===== config.mk =====
export PLATFORM = sky130hd
export DESIGN_NAME = cv32e40p_recovery_sequencer
export DESIGN_NICKNAME = d
export VERILOG_FILES = /design/src/rtl/cv32e40p_recovery_pkg.sv /design/src/rtl/cv32e40p_recovery_shadow_rf.sv /design/src/rtl/cv32e40p_recovery_sequencer.sv
export SDC_FILE = /design/constraint.sdc
export NUM_CORES = 2
export LEC_CHECK = 0
export CORE_ASPECT_RATIO = 1.1
export CORE_UTILIZATION = 35
export DETAILED_ROUTE_END_ITERATION = 7
export SLEW_MARGIN = 20
export SYNTH_ARGS = -nofsm -noshare
export SYNTH_HDL_FRONTEND = slang
export SYNTH_SLANG_ARGS = --single-unit

===== constraint.sdc =====
create_clock -name clk_i -period 3.1 [get_ports clk_i]
set_input_delay 0.62 -clock clk_i [delete_from_list [all_inputs] [get_ports clk_i]]
set_output_delay 0.62 -clock clk_i [all_outputs]
set_load 0.05 [all_outputs]

===== src/rtl/cv32e40p_recovery_pkg.sv =====
// Shared types for the recovery sequencer: FSM states, shadow entry, parity helper.
// The parity bit fields exist only when CV32E40P_RECOVERY_PARITY_EN is defined.
package cv32e40p_recovery_pkg;

  localparam int unsigned DEFAULT_HALT_TIMEOUT = 64;
  localparam int unsigned PARITY_MAX_WIDTH     = 64;

  typedef enum logic [2:0] {
    IDLE,
    HALT,
    RESTORE,
    PCREC,
    DONE
  } recovery_state_e;

  typedef struct packed {
    logic [31:0] data;
`ifdef CV32E40P_RECOVERY_PARITY_EN
    logic        parity;
`endif
  } shadow_entry_t;

  // Even parity: the stored bit makes the total number of ones even.
  function automatic logic even_parity(input logic [PARITY_MAX_WIDTH-1:0] value);
    return ^value;
  endfunction

  function automatic shadow_entry_t make_pc_entry(input logic [31:0] pc);
    shadow_entry_t entry;
    entry.data = pc;
`ifdef CV32E40P_RECOVERY_PARITY_EN
    entry.parity = even_parity(PARITY_MAX_WIDTH'(pc));
`endif
    return entry;
  endfunction

endpackage


===== src/rtl/cv32e40p_recovery_shadow_rf.sv =====
// Shadow register file: two write ports (port A wins on collision), x0 and out-of-range
// writes dropped, one even/odd register pair read per cycle. Parity with CV32E40P_RECOVERY_PARITY_EN.
module cv32e40p_recovery_shadow_rf
  import cv32e40p_recovery_pkg::*;
#(
  parameter  int unsigned NUM_REGS   = 32,
  parameter  int unsigned DATA_WIDTH = 32,
  parameter  int unsigned ADDR_WIDTH = 6,
  localparam int unsigned IDX_W      = $clog2(NUM_REGS)
) (
  input  logic                  clock,
  input  logic                  reset,
  input  logic                  we_a,
  input  logic [ADDR_WIDTH-1:0] waddr_a,
  input  logic [DATA_WIDTH-1:0] wdata_a,
  input  logic                  we_b,
  input  logic [ADDR_WIDTH-1:0] waddr_b,
  input  logic [DATA_WIDTH-1:0] wdata_b,
  input  logic [IDX_W-2:0]      rpair,
  output logic [DATA_WIDTH-1:0] rdata_even,
  output logic [DATA_WIDTH-1:0] rdata_odd,
  output logic                  rerr_even,
  output logic                  rerr_odd
);

  typedef struct packed {
    logic [DATA_WIDTH-1:0] data;
`ifdef CV32E40P_RECOVERY_PARITY_EN
    logic                  parity;
`endif
  } entry_t;

  function automatic entry_t make_entry(input logic [DATA_WIDTH-1:0] d);
    entry_t entry;
    entry.data = d;
`ifdef CV32E40P_RECOVERY_PARITY_EN
    entry.parity = even_parity(PARITY_MAX_WIDTH'(d));
`endif
    return entry;
  endfunction

  entry_t mem [NUM_REGS];
  entry_t ent_even;
  entry_t ent_odd;
  logic   a_ok;
  logic   b_ok;

  assign a_ok = we_a && (waddr_a != '0) && (32'(waddr_a) < NUM_REGS);
  assign b_ok = we_b && (waddr_b != '0) && (32'(waddr_b) < NUM_REGS);

  // Port B is written first so a same-address port A write overrides it.
  always_ff @(posedge clock) begin
    if (reset) begin
      for (int i = 0; i < int'(NUM_REGS); i++) begin
        mem[i] <= '0;
      end
    end else begin
      if (b_ok) mem[waddr_b[IDX_W-1:0]] <= make_entry(wdata_b);
      if (a_ok) mem[waddr_a[IDX_W-1:0]] <= make_entry(wdata_a);
    end
  end

  assign ent_even   = mem[{rpair, 1'b0}];
  assign ent_odd    = mem[{rpair, 1'b1}];
  assign rdata_even = ent_even.data;
  assign rdata_odd  = ent_odd.data;

`ifdef CV32E40P_RECOVERY_PARITY_EN
  assign rerr_even = even_parity(PARITY_MAX_WIDTH'(ent_even.data)) != ent_even.parity;
  assign rerr_odd  = even_parity(PARITY_MAX_WIDTH'(ent_odd.data)) != ent_odd.parity;
`else
  assign rerr_even = 1'b0;
  assign rerr_odd  = 1'b0;
`endif

endmodule


===== src/rtl/cv32e40p_recovery_sequencer.sv =====
// Checkpoint/restore controller: shadows RF writes and committed PC, then on request halts
// the core and replays the shadow two registers per cycle. Parity: CV32E40P_RECOVERY_PARITY_EN.
module cv32e40p_recovery_sequencer
  import cv32e40p_recovery_pkg::*;
#(
  parameter int unsigned NUM_REGS     = 32,
  parameter int unsigned DATA_WIDTH   = 32,
  parameter int unsigned ADDR_WIDTH   = 6,
  parameter int unsigned HALT_TIMEOUT = DEFAULT_HALT_TIMEOUT
) (
  input  logic                  clk_i,
  input  logic                  rst_i,
  input  logic                  rf_we_a_i,
  input  logic [ADDR_WIDTH-1:0] rf_waddr_a_i,
  input  logic [DATA_WIDTH-1:0] rf_wdata_a_i,
  input  logic                  rf_we_b_i,
  input  logic [ADDR_WIDTH-1:0] rf_waddr_b_i,
  input  logic [DATA_WIDTH-1:0] rf_wdata_b_i,
  input  logic                  pc_commit_i,
  input  logic [31:0]           pc_i,
  input  logic                  recover_req_i,
  input  logic                  core_halted_i,
  output logic                  core_halt_o,
  output logic                  rf_recover_o,
  output logic                  rf_we_a_o,
  output logic [ADDR_WIDTH-1:0] rf_waddr_a_o,
  output logic [DATA_WIDTH-1:0] rf_wdata_a_o,
  output logic                  rf_we_b_o,
  output logic [ADDR_WIDTH-1:0] rf_waddr_b_o,
  output logic [DATA_WIDTH-1:0] rf_wdata_b_o,
  output logic                  pc_recover_o,
  output logic [31:0]           recovery_pc_o,
  output logic                  busy_o,
  output logic                  done_o,
  output logic                  err_o
);

  localparam int unsigned NUM_PAIRS = NUM_REGS / 2;
  localparam int unsigned PAIR_W    = $clog2(NUM_PAIRS);
  localparam int unsigned TIMER_W   = $clog2(HALT_TIMEOUT + 1);
  localparam logic [PAIR_W-1:0]  LAST_PAIR  = PAIR_W'(NUM_PAIRS - 1);
  localparam logic [TIMER_W-1:0] TIMER_LAST = TIMER_W'(HALT_TIMEOUT - 1);

  recovery_state_e       state;
  logic [PAIR_W-1:0]     pair_idx;
  logic [PAIR_W-1:0]     rd_pair;
  logic [TIMER_W-1:0]    halt_timer;
  logic                  halt_lost;
  shadow_entry_t         shadow_pc;
  logic                  idle;
  logic                  last_pair;
  logic                  load_pair;
  logic                  pc_err;
  logic                  abort;
  logic [DATA_WIDTH-1:0] rd_even;
  logic [DATA_WIDTH-1:0] rd_odd;
  logic                  rd_err_even;
  logic                  rd_err_odd;

  assign idle      = (state == IDLE);
  assign last_pair = (pair_idx == LAST_PAIR);

  // Outputs are registered, so the shadow is read one pair ahead of the pair being driven.
  always_comb begin
    rd_pair = '0;
    if (state == RESTORE) rd_pair = pair_idx + 1'b1;
  end

  assign load_pair = ((state == HALT) && core_halted_i) || ((state == RESTORE) && !last_pair);

`ifdef CV32E40P_RECOVERY_PARITY_EN
  assign pc_err = even_parity(PARITY_MAX_WIDTH'(shadow_pc.data)) != shadow_pc.parity;
`else
  assign pc_err = 1'b0;
`endif

  assign abort = (load_pair && (rd_err_even || rd_err_odd)) ||
                 ((state == RESTORE) && last_pair && pc_err);

  cv32e40p_recovery_shadow_rf #(
    .NUM_REGS  (NUM_REGS),
    .DATA_WIDTH(DATA_WIDTH),
    .ADDR_WIDTH(ADDR_WIDTH)
  ) u_shadow_rf (
    .clock     (clk_i),
    .reset     (rst_i),
    .we_a      (rf_we_a_i && idle),
    .waddr_a   (rf_waddr_a_i),
    .wdata_a   (rf_wdata_a_i),
    .we_b      (rf_we_b_i && idle),
    .waddr_b   (rf_waddr_b_i),
    .wdata_b   (rf_wdata_b_i),
    .rpair     (rd_pair),
    .rdata_even(rd_even),
    .rdata_odd (rd_odd),
    .rerr_even (rd_err_even),
    .rerr_odd  (rd_err_odd)
  );

  always_ff @(posedge clk_i) begin
    if (rst_i) begin
      state         <= IDLE;
      pair_idx      <= '0;
      halt_timer    <= '0;
      halt_lost     <= 1'b0;
      shadow_pc     <= '0;
      core_halt_o   <= 1'b0;
      busy_o        <= 1'b0;
      rf_recover_o  <= 1'b0;
      rf_we_a_o     <= 1'b0;
      rf_waddr_a_o  <= '0;
      rf_wdata_a_o  <= '0;
      rf_we_b_o     <= 1'b0;
      rf_waddr_b_o  <= '0;
      rf_wdata_b_o  <= '0;
      pc_recover_o  <= 1'b0;
      recovery_pc_o <= '0;
      done_o        <= 1'b0;
      err_o         <= 1'b0;
    end else begin
      rf_recover_o  <= 1'b0;
      rf_we_a_o     <= 1'b0;
      rf_waddr_a_o  <= '0;
      rf_wdata_a_o  <= '0;
      rf_we_b_o     <= 1'b0;
      rf_waddr_b_o  <= '0;
      rf_wdata_b_o  <= '0;
      pc_recover_o  <= 1'b0;
      recovery_pc_o <= '0;
      done_o        <= 1'b0;
      err_o         <= 1'b0;

      if (abort) begin
        err_o       <= 1'b1;
        state       <= IDLE;
        busy_o      <= 1'b0;
        core_halt_o <= 1'b0;
      end else begin
        if (load_pair) begin
          rf_recover_o <= 1'b1;
          rf_we_a_o    <= (rd_pair != '0);
          rf_waddr_a_o <= ADDR_WIDTH'({rd_pair, 1'b0});
          rf_wdata_a_o <= rd_even;
          rf_we_b_o    <= 1'b1;
          rf_waddr_b_o <= ADDR_WIDTH'({rd_pair, 1'b1});
          rf_wdata_b_o <= rd_odd;
        end

        case (state)
          IDLE: begin
            if (pc_commit_i) shadow_pc <= make_pc_entry(pc_i);
            if (recover_req_i) begin
              state       <= HALT;
              busy_o      <= 1'b1;
              core_halt_o <= 1'b1;
              halt_timer  <= '0;
              halt_lost   <= 1'b0;
            end
          end
          HALT: begin
            if (core_halted_i) begin
              state    <= RESTORE;
              pair_idx <= '0;
            end else if (halt_timer == TIMER_LAST) begin
              err_o       <= 1'b1;
              state       <= IDLE;
              busy_o      <= 1'b0;
              core_halt_o <= 1'b0;
            end else begin
              halt_timer <= halt_timer + 1'b1;
            end
          end
          RESTORE: begin
            if (!core_halted_i) halt_lost <= 1'b1;
            if (last_pair) begin
              state         <= PCREC;
              pc_recover_o  <= 1'b1;
              recovery_pc_o <= shadow_pc.data;
            end else begin
              pair_idx <= pair_idx + 1'b1;
            end
          end
          PCREC: begin
            state  <= DONE;
            done_o <= 1'b1;
            err_o  <= halt_lost;
          end
          DONE: begin
            state       <= IDLE;
            busy_o      <= 1'b0;
            core_halt_o <= 1'b0;
          end
          default: state <= IDLE;
        endcase
      end
    end
  end

endmodule


==> results.sh <==
export IMPL_status="finished with violations"
export IMPL_failed_checks="design-rule violations"
export IMPL_regToRegStartpoint="state[2]"
export IMPL_cts_resized=0
export IMPL_power_leakage_nw=23.4
export IMPL_syn_instance_count=5879
export IMPL_pre_cts_slack_ns=-0.131
export IMPL_syn_area_per_cell_um2=10.2
export IMPL_rrSetupSlack_ns=0.25
export IMPL_drt_iter0_drc=8578
export IMPL_fin_nets=6109
export IMPL_crit_fanout=1
export IMPL_wl_per_cell_um=32.8
export IMPL_root_buffer="clkbuf_16"
export IMPL_hold_viol=0
export IMPL_ys_seq_area_frac=0.564
export IMPL_cp_arrival_ns=2.40
export IMPL_clock_latency_ns=0.80
export IMPL_initial_core_util=0.354
export IMPL_cts_max_path_buffers=3
export IMPL_crit_path_top_delay_cell="clkdlybuf4s50_1"
export IMPL_seq_power_share=0.473
export IMPL_tns_ns=0
export IMPL_die_y_um=436
export IMPL_finalPower_mw=38.2
export IMPL_drtAntennaViolNets=0
export IMPL_p_switching_mw=10.0
export IMPL_die_area_um2=173000
export IMPL_final_util=0.427
export IMPL_setup_viol=0
export IMPL_crit_chain="clkdlybuf4s50_1"
export IMPL_multi_input_area_um2=23700
export IMPL_die_w_um=396
export IMPL_numCtsBuffers=132
export IMPL_numPortBuffers=227
export IMPL_yosysUniqueCellTypes=62
export IMPL_critPathCaptureType="output pin"
export IMPL_switching_share=0.262
export IMPL_routed_via_density=6.46
export IMPL_fp_row_count=158
export IMPL_synth_edf_count=1024
export IMPL_hold_path_class="in -> reg"
export IMPL_critPathLaunch="rf_wdata_a_o[24]"
export IMPL_cts_max_level=4
export IMPL_ff_latch_area_um2=33800
export IMPL_cts_hold_buf=0
export IMPL_setup_slack_ns=0.0826
export IMPL_synthArstFlopShare=0
export IMPL_vias=53900
export IMPL_crit_type="reg -> out"
export IMPL_startpoint_type="flop"
export IMPL_crit_family="buffers and inverters"
export IMPL_skew_ns=0.0296
export IMPL_period_share=0.973
export IMPL_hpwl_um=170000
export IMPL_grt_overflow_total=0
export IMPL_holdWs_ns=0.175
export IMPL_timing_rr_end="u_shadow_rf.mem[20][11]"
export IMPL_drc=128
export IMPL_final_max_slew_viol_count=0
export IMPL_max_cap_violations=0
export IMPL_max_stage_delay_ns=0.92
export IMPL_post_cts_buffers=0
export IMPL_r2r_cells=7
export IMPL_clock_sinks=1177
export IMPL_drive_gt1_frac=0.121
export IMPL_p_comb_frac=0.112
export IMPL_fmax_mhz=331
export IMPL_syn_to_final_growth_pct=20.7
export IMPL_core_um2=169000
export IMPL_peakVddDrop_v=0.000612
export IMPL_min_delay_path_depth=1
export IMPL_first_pass_iters=8
export IMPL_synth_warnings=0
export IMPL_fin_crit_ns=3.02
export IMPL_ios=231
export IMPL_critPathBufInv=1
export IMPL_wl_um=273000
export IMPL_antenna_found_initial=23
export IMPL_gp_routability_congestion=0.958
export IMPL_tritoncts="yes"
export IMPL_synth_flop_cell="edfxtp_1"
export IMPL_netlist_area_um2=59900
export IMPL_hold_end="u_shadow_rf.mem[0][6]"
export IMPL_maxSlewHeadroom=0.348
export IMPL_pwr_share_clk=0.416
export IMPL_power_density_nw_per_um2=528
export IMPL_tightestPinTransition_ns=0.974
export IMPL_synth_seq_cells=1177
export IMPL_grt_max_degree=141
export IMPL_p_int_mw=28.1
export IMPL_hold_path_startpoint="rst_i"
export IMPL_grtUsageTotal=0.307
export IMPL_filler_cell_count=15900
export IMPL_grt_pass1_wl_um=379000
export IMPL_cts_clk_slew_worst_paths_ns=0.06
export IMPL_cp_required_ns=2.48
export IMPL_grt_pass1_vias=50400
export IMPL_rsz0062_at_grt="no"
-- synthesized netlist by cell type, drive strengths merged, types with 2 or more instances --
| library cell | instances | area share |
|---|---|---|
| nand2 | 1459 | 0.091 |
| edfxtp | 1024 | 0.51 |
| clkbuf | 539 | 0.034 |
| o31ai | 515 | 0.065 |
| a21oi | 307 | 0.026 |
| o21ai | 294 | 0.025 |
| o41ai | 288 | 0.042 |
| mux2i | 257 | 0.043 |
| nor2 | 218 | 0.014 |
| buf | 189 | 0.015 |
| dfxtp | 153 | 0.051 |
| nand3b | 132 | 0.017 |
| a221oi | 128 | 0.019 |
| o211ai | 125 | 0.016 |
| o22ai | 62 | 0.0065 |
| a22o | 37 | 0.0054 |
| and2 | 35 | 0.0037 |
| nand3 | 21 | 0.0018 |
| a311o | 16 | 0.0027 |
| a211o | 8 | 0.0012 |
| nor3 | 6 | 0.00050 |
| xnor2 | 6 | 0.00088 |
| nand2b | 5 | 0.00052 |
| or3 | 5 | 0.00052 |
| and3 | 4 | 0.00042 |
| and3b | 4 | 0.00058 |
| inv | 4 | 0.00025 |
| nor2b | 4 | 0.00042 |
| or2 | 4 | 0.00042 |
| a211oi | 3 | 0.00046 |
| nand4 | 3 | 0.00031 |
| nor4b | 3 | 0.00054 |
| ha | 2 | 0.00042 |
| nand4b | 2 | 0.00029 |
| nor3b | 2 | 0.00044 |
| o221ai | 2 | 0.00029 |
| or3b | 2 | 0.00029 |
-- worst max path at each step --
stage	slack, ns	cells after the start	to
floorplan	0.1	6	u_shadow_rf.mem[23][0]
global placement	-0.34	6	u_shadow_rf.mem[19][31]
detailed placement	-0.13	7	u_shadow_rf.mem[20][11]
CTS	0.03	1	rf_wdata_b_o[25]
global route	0.08	1	rf_wdata_a_o[25]
finish	0.08	1	rf_wdata_a_o[24]
-- worst register-to-register path: stages (launching register included) --
cell,delay [ns]
dfxtp_1,0.45
nor4_4,0.36
buf_4,0.19
nand3_1,0.20
buf_4,0.30
nor2_4,0.42
or3_1,0.51
o21ai_0,0.18
-- layout make-up --
cell class / instances / area share
clock buffer: 189 / 0.0523
antenna: 10 / 0.000346
inverter: 4 / 0.000208
sequential: 1177 / 0.468
tap: 2240 / 0.0388
multi-input combinational: 4004 / 0.328
clock inverter: 47 / 0.00666
timing repair buffer: 673 / 0.106
-- power groups by stage --
stage / clock network (mW) / registers, mW / logic [mW]
floorplan: 0 / 18.4 / 1.92
detailed placement: 0 / 18.4 / 4.12
global placement: 0 / 18.3 / 4.08
CTS: 15.9 / 18.0 / 4.13
global route: 16.5 / 18.1 / 4.34
finish: 15.9 / 18.0 / 4.26
-- sequential cells by signal, summed over array words and instances, names as in the netlist --
name / cells
u_shadow_rf.mem: 1024
recovery_pc_o: 32
rf_wdata_a_o: 32
rf_wdata_b_o: 32
shadow_pc: 32
halt_timer: 7
rf_waddr_b_o: 5
pair_idx: 4
state: 3
busy_o: 1
done_o: 1
err_o: 1
halt_lost: 1
pc_recover_o: 1
rf_we_a_o: 1
-- metal layers --
layer  GRT usage  share of wire  vias to the layer above
met5           0        0.00028                        -
met4       0.213          0.078                       12
met3      0.0754           0.13                      841
met2       0.462           0.44                     4467
met1       0.386           0.35                    26300
li1            -              -                    22300
-- through the flow --
stage               cells  area (µm²)
finish               8344       72300
floorplan            5913       60000
global placement     8097       68000
global route         8341       72300
CTS                  8334       72300
detailed placement   8098       68000
-- kinds of logic after synthesis --
group                    synth area share
AND/OR/NAND/NOR                     0.133
AO/OA/AOI/OAI                       0.209
flip-flops                          0.564
buffers and inverters              0.0490
multiplexers                       0.0431
XOR/XNOR                          0.00102
adder cells (fa/ha/maj)          0.000418
other                           0.0000626
-- cell usage in the layout (no fill, tap or decap), types with 10 or more instances in the layout --
master	count
nand2_1	1444
edfxtp_1	1024
o31ai_1	515
a21oi_1	307
o41ai_1	288
buf_4	287
o21ai_0	260
mux2i_1	257
clkdlybuf4s50_1	225
nor2_1	181
buf_12	160
dfxtp_1	152
clkbuf_16	134
nand3b_1	131
a221oi_1	128
o211ai_1	125
o22ai_1	62
nor2_4	37
a22o_1	37
and2_1	35
conb_1	35
clkbuf_1	32
o21ai_1	27
clkbuf_8	22
nand3_1	20
a311o_2	16
clkinv_1	16
nand2_2	11
clkinv_2	11
diode_2	10
(Power assumes the default switching activity.)
